**src/rtl/rv32i_fetch_stage_if.sv**
```systemverilog
// Fetch-stage connections: instruction memory port, branch predictor,
// execute-stage control and the fetch->execute pipeline register.
interface rv32i_fetch_stage_if;
    localparam int unsigned W = 32;

    // instruction memory port
    logic         imem_ren;
    logic [W-1:0] imem_addr;
    logic [W-1:0] imem_rdata;
    logic         imem_busy;

    // branch predictor lookup for the current PC
    logic         predict_taken;
    logic [W-1:0] predict_target;

    // execute-stage control
    logic         ex_stall;
    logic         ex_flush;
    logic [W-1:0] ex_redirect_pc;

    // status and fetch->execute pipeline register
    logic         fetch_misaligned;
    logic         fe_token;
    logic [W-1:0] fe_pc;
    logic [W-1:0] fe_pc4;
    logic [W-1:0] fe_instr;
    logic [W-1:0] fe_prediction;

    // fetch-stage side
    modport master (
        output imem_ren, imem_addr, fetch_misaligned,
               fe_token, fe_pc, fe_pc4, fe_instr, fe_prediction,
        input  imem_rdata, imem_busy, predict_taken, predict_target,
               ex_stall, ex_flush, ex_redirect_pc
    );

    // memory / predictor / execute side
    modport slave (
        input  imem_ren, imem_addr, fetch_misaligned,
               fe_token, fe_pc, fe_pc4, fe_instr, fe_prediction,
        output imem_rdata, imem_busy, predict_taken, predict_target,
               ex_stall, ex_flush, ex_redirect_pc
    );
endinterface

```
**src/rtl/rv32i_fetch_stage.sv**
```systemverilog
// RV32I instruction-fetch stage: owns the PC, issues word fetches, applies
// the predictor's next-PC choice, redirects on execute flushes and drops any
// in-flight fetch made stale by a redirect.
module rv32i_fetch_stage #(
    parameter logic [31:0] RESET_PC  = 32'h0000_0200,
    parameter int unsigned WORD_SIZE = 32
) (
    input  logic               CLK,
    input  logic               nRST,
    rv32i_fetch_stage_if.master bus
);
    localparam int unsigned W = WORD_SIZE;

    typedef enum logic {
        FETCH   = 1'b0,
        DISCARD = 1'b1
    } state_t;

    state_t       state;
    logic [W-1:0] pc;
    logic [W-1:0] discard_addr;
    logic         misaligned;
    logic         token;
    logic [W-1:0] held_pc;
    logic [W-1:0] held_pc4;
    logic [W-1:0] held_instr;
    logic [W-1:0] held_prediction;

    logic [W-1:0] pc4_c;
    logic [W-1:0] prediction_c;
    logic [W-1:0] addr_c;
    logic         accept_c;

    // next-PC candidates and the accept condition for the current fetch
    always_comb begin
        pc4_c        = pc + W'(4);
        prediction_c = bus.predict_taken ? bus.predict_target : pc4_c;
        addr_c       = (state == DISCARD) ? discard_addr : pc;
        accept_c     = (state == FETCH) && !misaligned && !bus.imem_busy
                       && !bus.ex_stall && !bus.ex_flush;
    end

    // memory request: an outstanding stale fetch keeps its old address;
    // a misaligned PC stops requesting; nothing is requested in reset
    assign bus.imem_ren  = nRST && ((state == DISCARD) || !misaligned);
    assign bus.imem_addr = addr_c;

    assign bus.fetch_misaligned = misaligned;
    assign bus.fe_token         = token;
    assign bus.fe_pc            = held_pc;
    assign bus.fe_pc4           = held_pc4;
    assign bus.fe_instr         = held_instr;
    assign bus.fe_prediction    = held_prediction;

    // fetch FSM, PC and pipeline register; flush outranks everything
    always_ff @(posedge CLK or negedge nRST) begin
        if (!nRST) begin
            state           <= FETCH;
            pc              <= RESET_PC;
            discard_addr    <= '0;
            misaligned      <= 1'b0;
            token           <= 1'b0;
            held_pc         <= '0;
            held_pc4        <= '0;
            held_instr      <= '0;
            held_prediction <= '0;
        end else if (bus.ex_flush) begin
            token        <= 1'b0;
            pc           <= bus.ex_redirect_pc;
            misaligned   <= (bus.ex_redirect_pc[1:0] != 2'b00);
            discard_addr <= addr_c;
            state        <= bus.imem_busy ? DISCARD : FETCH;
        end else begin
            case (state)
                FETCH: begin
                    if (accept_c) begin
                        token           <= 1'b1;
                        held_pc         <= pc;
                        held_pc4        <= pc4_c;
                        held_instr      <= bus.imem_rdata;
                        held_prediction <= prediction_c;
                        pc              <= prediction_c;
                    end else if (!bus.ex_stall) begin
                        token <= 1'b0;
                    end
                end
                DISCARD: begin
                    // stale data returns this cycle and is dropped
                    if (!bus.imem_busy) begin
                        state <= FETCH;
                    end
                    if (!bus.ex_stall) begin
                        token <= 1'b0;
                    end
                end
                default: state <= FETCH;
            endcase
        end
    end
endmodule

```
**src/flat_wrapper.sv**
```systemverilog
// flat-port wrapper written by rule: the top's interface ports become plain ports
module rv32i_fetch_stage_flat 
#(
    parameter logic [31:0] RESET_PC  = 32'h0000_0200,
    parameter int unsigned WORD_SIZE = 32
)
  (CLK, nRST, bus_imem_ren, bus_imem_addr, bus_fetch_misaligned, bus_fe_token, bus_fe_pc, bus_fe_pc4, bus_fe_instr, bus_fe_prediction, bus_imem_rdata, bus_imem_busy, bus_predict_taken, bus_predict_target, bus_ex_stall, bus_ex_flush, bus_ex_redirect_pc);
  rv32i_fetch_stage_if bus_i ();
  input  logic CLK;
  input  logic nRST;
  output wire logic [$bits(bus_i.imem_ren)-1:0] bus_imem_ren;
  output wire logic [$bits(bus_i.imem_addr)-1:0] bus_imem_addr;
  output wire logic [$bits(bus_i.fetch_misaligned)-1:0] bus_fetch_misaligned;
  output wire logic [$bits(bus_i.fe_token)-1:0] bus_fe_token;
  output wire logic [$bits(bus_i.fe_pc)-1:0] bus_fe_pc;
  output wire logic [$bits(bus_i.fe_pc4)-1:0] bus_fe_pc4;
  output wire logic [$bits(bus_i.fe_instr)-1:0] bus_fe_instr;
  output wire logic [$bits(bus_i.fe_prediction)-1:0] bus_fe_prediction;
  input wire logic [$bits(bus_i.imem_rdata)-1:0] bus_imem_rdata;
  input wire logic [$bits(bus_i.imem_busy)-1:0] bus_imem_busy;
  input wire logic [$bits(bus_i.predict_taken)-1:0] bus_predict_taken;
  input wire logic [$bits(bus_i.predict_target)-1:0] bus_predict_target;
  input wire logic [$bits(bus_i.ex_stall)-1:0] bus_ex_stall;
  input wire logic [$bits(bus_i.ex_flush)-1:0] bus_ex_flush;
  input wire logic [$bits(bus_i.ex_redirect_pc)-1:0] bus_ex_redirect_pc;
  assign bus_imem_ren = bus_i.imem_ren;
  assign bus_imem_addr = bus_i.imem_addr;
  assign bus_fetch_misaligned = bus_i.fetch_misaligned;
  assign bus_fe_token = bus_i.fe_token;
  assign bus_fe_pc = bus_i.fe_pc;
  assign bus_fe_pc4 = bus_i.fe_pc4;
  assign bus_fe_instr = bus_i.fe_instr;
  assign bus_fe_prediction = bus_i.fe_prediction;
  assign bus_i.imem_rdata = bus_imem_rdata;
  assign bus_i.imem_busy = bus_imem_busy;
  assign bus_i.predict_taken = bus_predict_taken;
  assign bus_i.predict_target = bus_predict_target;
  assign bus_i.ex_stall = bus_ex_stall;
  assign bus_i.ex_flush = bus_ex_flush;
  assign bus_i.ex_redirect_pc = bus_ex_redirect_pc;
  rv32i_fetch_stage #(.RESET_PC(RESET_PC), .WORD_SIZE(WORD_SIZE)) u_core (.CLK(CLK), .nRST(nRST), .bus(bus_i));
endmodule
```
**config.mk**
```make
export PLATFORM = sky130hd
export DESIGN_NAME = rv32i_fetch_stage_flat
export DESIGN_NICKNAME = d
export VERILOG_FILES = /design/src/rtl/rv32i_fetch_stage_if.sv /design/src/rtl/rv32i_fetch_stage.sv /design/src/flat_wrapper.sv
export SDC_FILE = /design/constraint.sdc
export NUM_CORES = 1
export LEC_CHECK = 0
export ABC_AREA = 1
export BUFFER_PORTS_ARGS = -buffer_cell sky130_fd_sc_hd__buf_2
export CORE_ASPECT_RATIO = 0.9
export CORE_MARGIN = 2
export CORE_UTILIZATION = 56
export DETAILED_ROUTE_END_ITERATION = 7
export GPL_TIMING_DRIVEN = 1
export PLACE_DENSITY = 0.86
export SLEW_MARGIN = 5
export SYNTH_ARGS = -nofsm -noshare
export SYNTH_HDL_FRONTEND = slang
export SYNTH_SLANG_ARGS = --single-unit
```
**constraint.sdc**
```tcl
create_clock -name CLK -period 2.2 [get_ports CLK]
set_input_delay 0.44 -clock CLK [delete_from_list [all_inputs] [get_ports CLK]]
set_output_delay 0.44 -clock CLK [all_outputs]
set_load 0.03 [all_outputs]
```
==> impl_metrics.yaml <==
floorplan:
  fp.dieW_um: 137
  die_area_mm2: 0.0169
  die_y_um: 124
  core_area_mm2: 0.0155
  start_util_pct: 57.4
  num_rows: 43
  ios: 265
timing:
  finalCritPeriodShare_pct: 99.0
  skew_ns: 0.00700
  min_period_ns: 2.18
  worst_slack_ns: 0.0227
  grt_setup_unrepaired: "true"
  tns_ns: 0
  setup_viol: 0
  drv_slew: 0
  worstMarginPinSlew_ns: 0.756
  fmaxAchievable_ghz: 0.459
  relSlewSlack_pct: 49.6
  hold_viol_final: 0
finish:
  mostFrequentLayoutCells: "nand2_1, buf_2, dfrtp_1"
  fin_util_pct: 71.4
  fin_nets: 1510
  final_cells: 1622
  drive_gt1_share_pct: 23.2
  fin_area_mm2: 0.0111
  n_antenna_cell: 0
  syn_to_final_growth_pct: 24.4
  layout_commonest_cell: "nand2_1"
placed_design:
  placed_cell_area_mm2: 0.0104
  place.gp.congestion: 0.889
  dp_hpwl_um: 17700
  io_buffer_count: 264
  dp.cells: 1587
  dp_slack_ns: 0.338
synthesis:
  synth_seq_cells: 193
  synth_nets: 1266
  syn_inst: 1163
  yosysUniqueCellTypes: 27
  syn-mean-instance-area_um2: 7.65
  yosys_warnings: 0
  synth_area_mm2: 0.00890
  ys_seq_area_share_pct: 54.3
clock_tree:
  clkLatencyLatePin_ns: 0.43
  cts_max_path_buffers: 2
  numCtsBuffers: 17
  clockRootBuffer: "clkbuf_16"
  cts_tree: "yes"
  clkSlewWorstSetupHoldPaths_ns: 0.07
  clock-sinks: 193
  h-tree-depth: 4
pwr:
  clkPwrFrac_pct: 26.2
  power_frac_comb_pct: 32.2
  swShare_pct: 39.9
  p_seq_share_pct: 41.6
  peakVddDrop_mv: 0.750
  p_int_mw: 6.98
  power_density_mw_per_mm2: 1050
  power_switching_mw: 4.64
  power_leakage_nw: 6.25
worst_setup_path:
  cpMaxStageDelayCell: "dfrtp_4"
  path_cells: "buf_12, o21ai_0, buf_2"
  critPathBufInv: 2
  worstPathRequired_ns: 1.76
  crit_fanout: 22
  start_kind: "register"
  arrival_ns: 1.74
  cp_slowest_stage_delay_ns: 0.59
  path_class: "reg2out"
  crit_family: "flip-flops"
  worstSetupEndpointType: "output pin"
drt:
  wl_per_cell_um: 16.0
  drt-pass1-iter-count: 6
  drt-total-wl_um: 26000
  drc: 0
  vias: 8681
  avgViaCountPerCell: 5.35
  drtIter0Drc: 873
  antenna_left: 0
global_route:
  grt_pass1_vias: 8100
  antenna_found_initial: 0
  grt_pass1_wl_um: 40600
  track_usage_pct: 31.3
  overflow: 0
  grt_max_degree: 125
job:
  max_cap_violations: 0
worst_hold_path:
  hold_path.class: "in2reg"
outcome:
  outcome: "completed"
-- per-layer routing --
layer,GRT usage [%],routed length (µm),vias to the layer above
li1,-,-,4088
met1,42.7,10600,4108
met2,49.8,12300,430
met3,7.00,2410,55
met4,11.3,708,0
met5,0,0,-
-- stage by stage --
step	hold WS [ns]	total power, mW
after global placement	0.294	8.48
after global routing	0.186	12.2
after CTS	0.183	11.6
after floorplan	0.144	7.27
final	0.193	11.6
after detailed placement	0.291	8.57
-- power by group through the flow --
stage	combinational [mW]	clock (mW)	sequential, mW
after detailed placement	3.71	0	4.86
after global placement	3.63	0	4.85
final	3.74	3.05	4.84
after global routing	4.04	3.22	4.92
after CTS	3.73	3.07	4.82
after floorplan	1.18	0	6.09
-- timing repair --
item | CTS | global route
endpoints found under the setup margin | 14 | 15
buffers inserted | 1 | 1
hold buffers | 1 | 0
resized for setup | 1 | 13
endpoints found under the hold margin | 10 | 0
-- synthesized netlist by cell type, drive strengths merged --
cell type  number  area share [%]
and2            1           0.070
ha              1            0.14
o211ai          4            0.34
a21boi          1           0.084
dfstp           1            0.30
nand2         574              24
nand3          60             3.4
buf            27             1.7
clkbuf         28             1.2
o21a           10            0.84
inv            62             2.6
nor2           98             4.7
a31oi           2            0.14
o21ai          94             5.3
clkinv          1           0.042
dfrtp         192              54
xor2            7            0.69
-- cell type report --
cell class	instances	area [µm²]
clock buffer	17	425
tap	202	253
inverter	63	236
sequential	193	4830
multi-input combinational	852	3580
timing repair buffer	280	1590
fill	1221	4430
clock inverter	15	149
-- registers in the layout, indices dropped and copies added, names as in the netlist --
register                     flops
u_core.pc                       32
u_core.bus.fe_token              1
u_core.state                     1
u_core.bus.fe_prediction        32
u_core.bus.fe_pc4               30
u_core.discard_addr             32
u_core.bus.fe_pc                32
u_core.bus.fe_instr             32
u_core.bus.fetch_misaligned      1
-- worst paths after layout --
| kind | startpoint | endpoint | slack, ns | cells after the start |
|---|---|---|---|---|
| max in group asynchronous | nRST | u_core.state | 0.74 | 3 |
| worst min-delay path | bus_imem_rdata[30] | u_core.bus.fe_instr[30] | 0.19 | 3 |
| worst max-delay path | u_core.state | bus_imem_addr[24] | 0.02 | 3 |
| worst max register to register | u_core.state | u_core.pc[10] | 0.22 | 7 |
| min in group asynchronous | nRST | u_core.bus.fe_pc[13] | 0.42 | 2 |
| worst min register to register | u_core.bus.fe_instr[15] | u_core.bus.fe_instr[15] | 0.48 | 2 |
-- cell families (layout without fill, tap and decap cells) --
group,Yosys count,after routing,share of synthesized area (%)
buf+inv,118,375,5.56
compound gates,111,111,6.69
flops,193,193,54.3
xor+xnor,7,7,0.689
fa+ha+maj,1,1,0.141
simple gates,733,733,32.6
-- worst register-to-register path: stages, from the launching register on --
cell and delay (ns):
dfrtp_4 0.59, buf_6 0.20, nor2_4 0.14, nand2_1 0.06, nand2_1 0.26, inv_1 0.36, nand2_1 0.17, nand3_1 0.09
(Power assumes the default switching activity.)
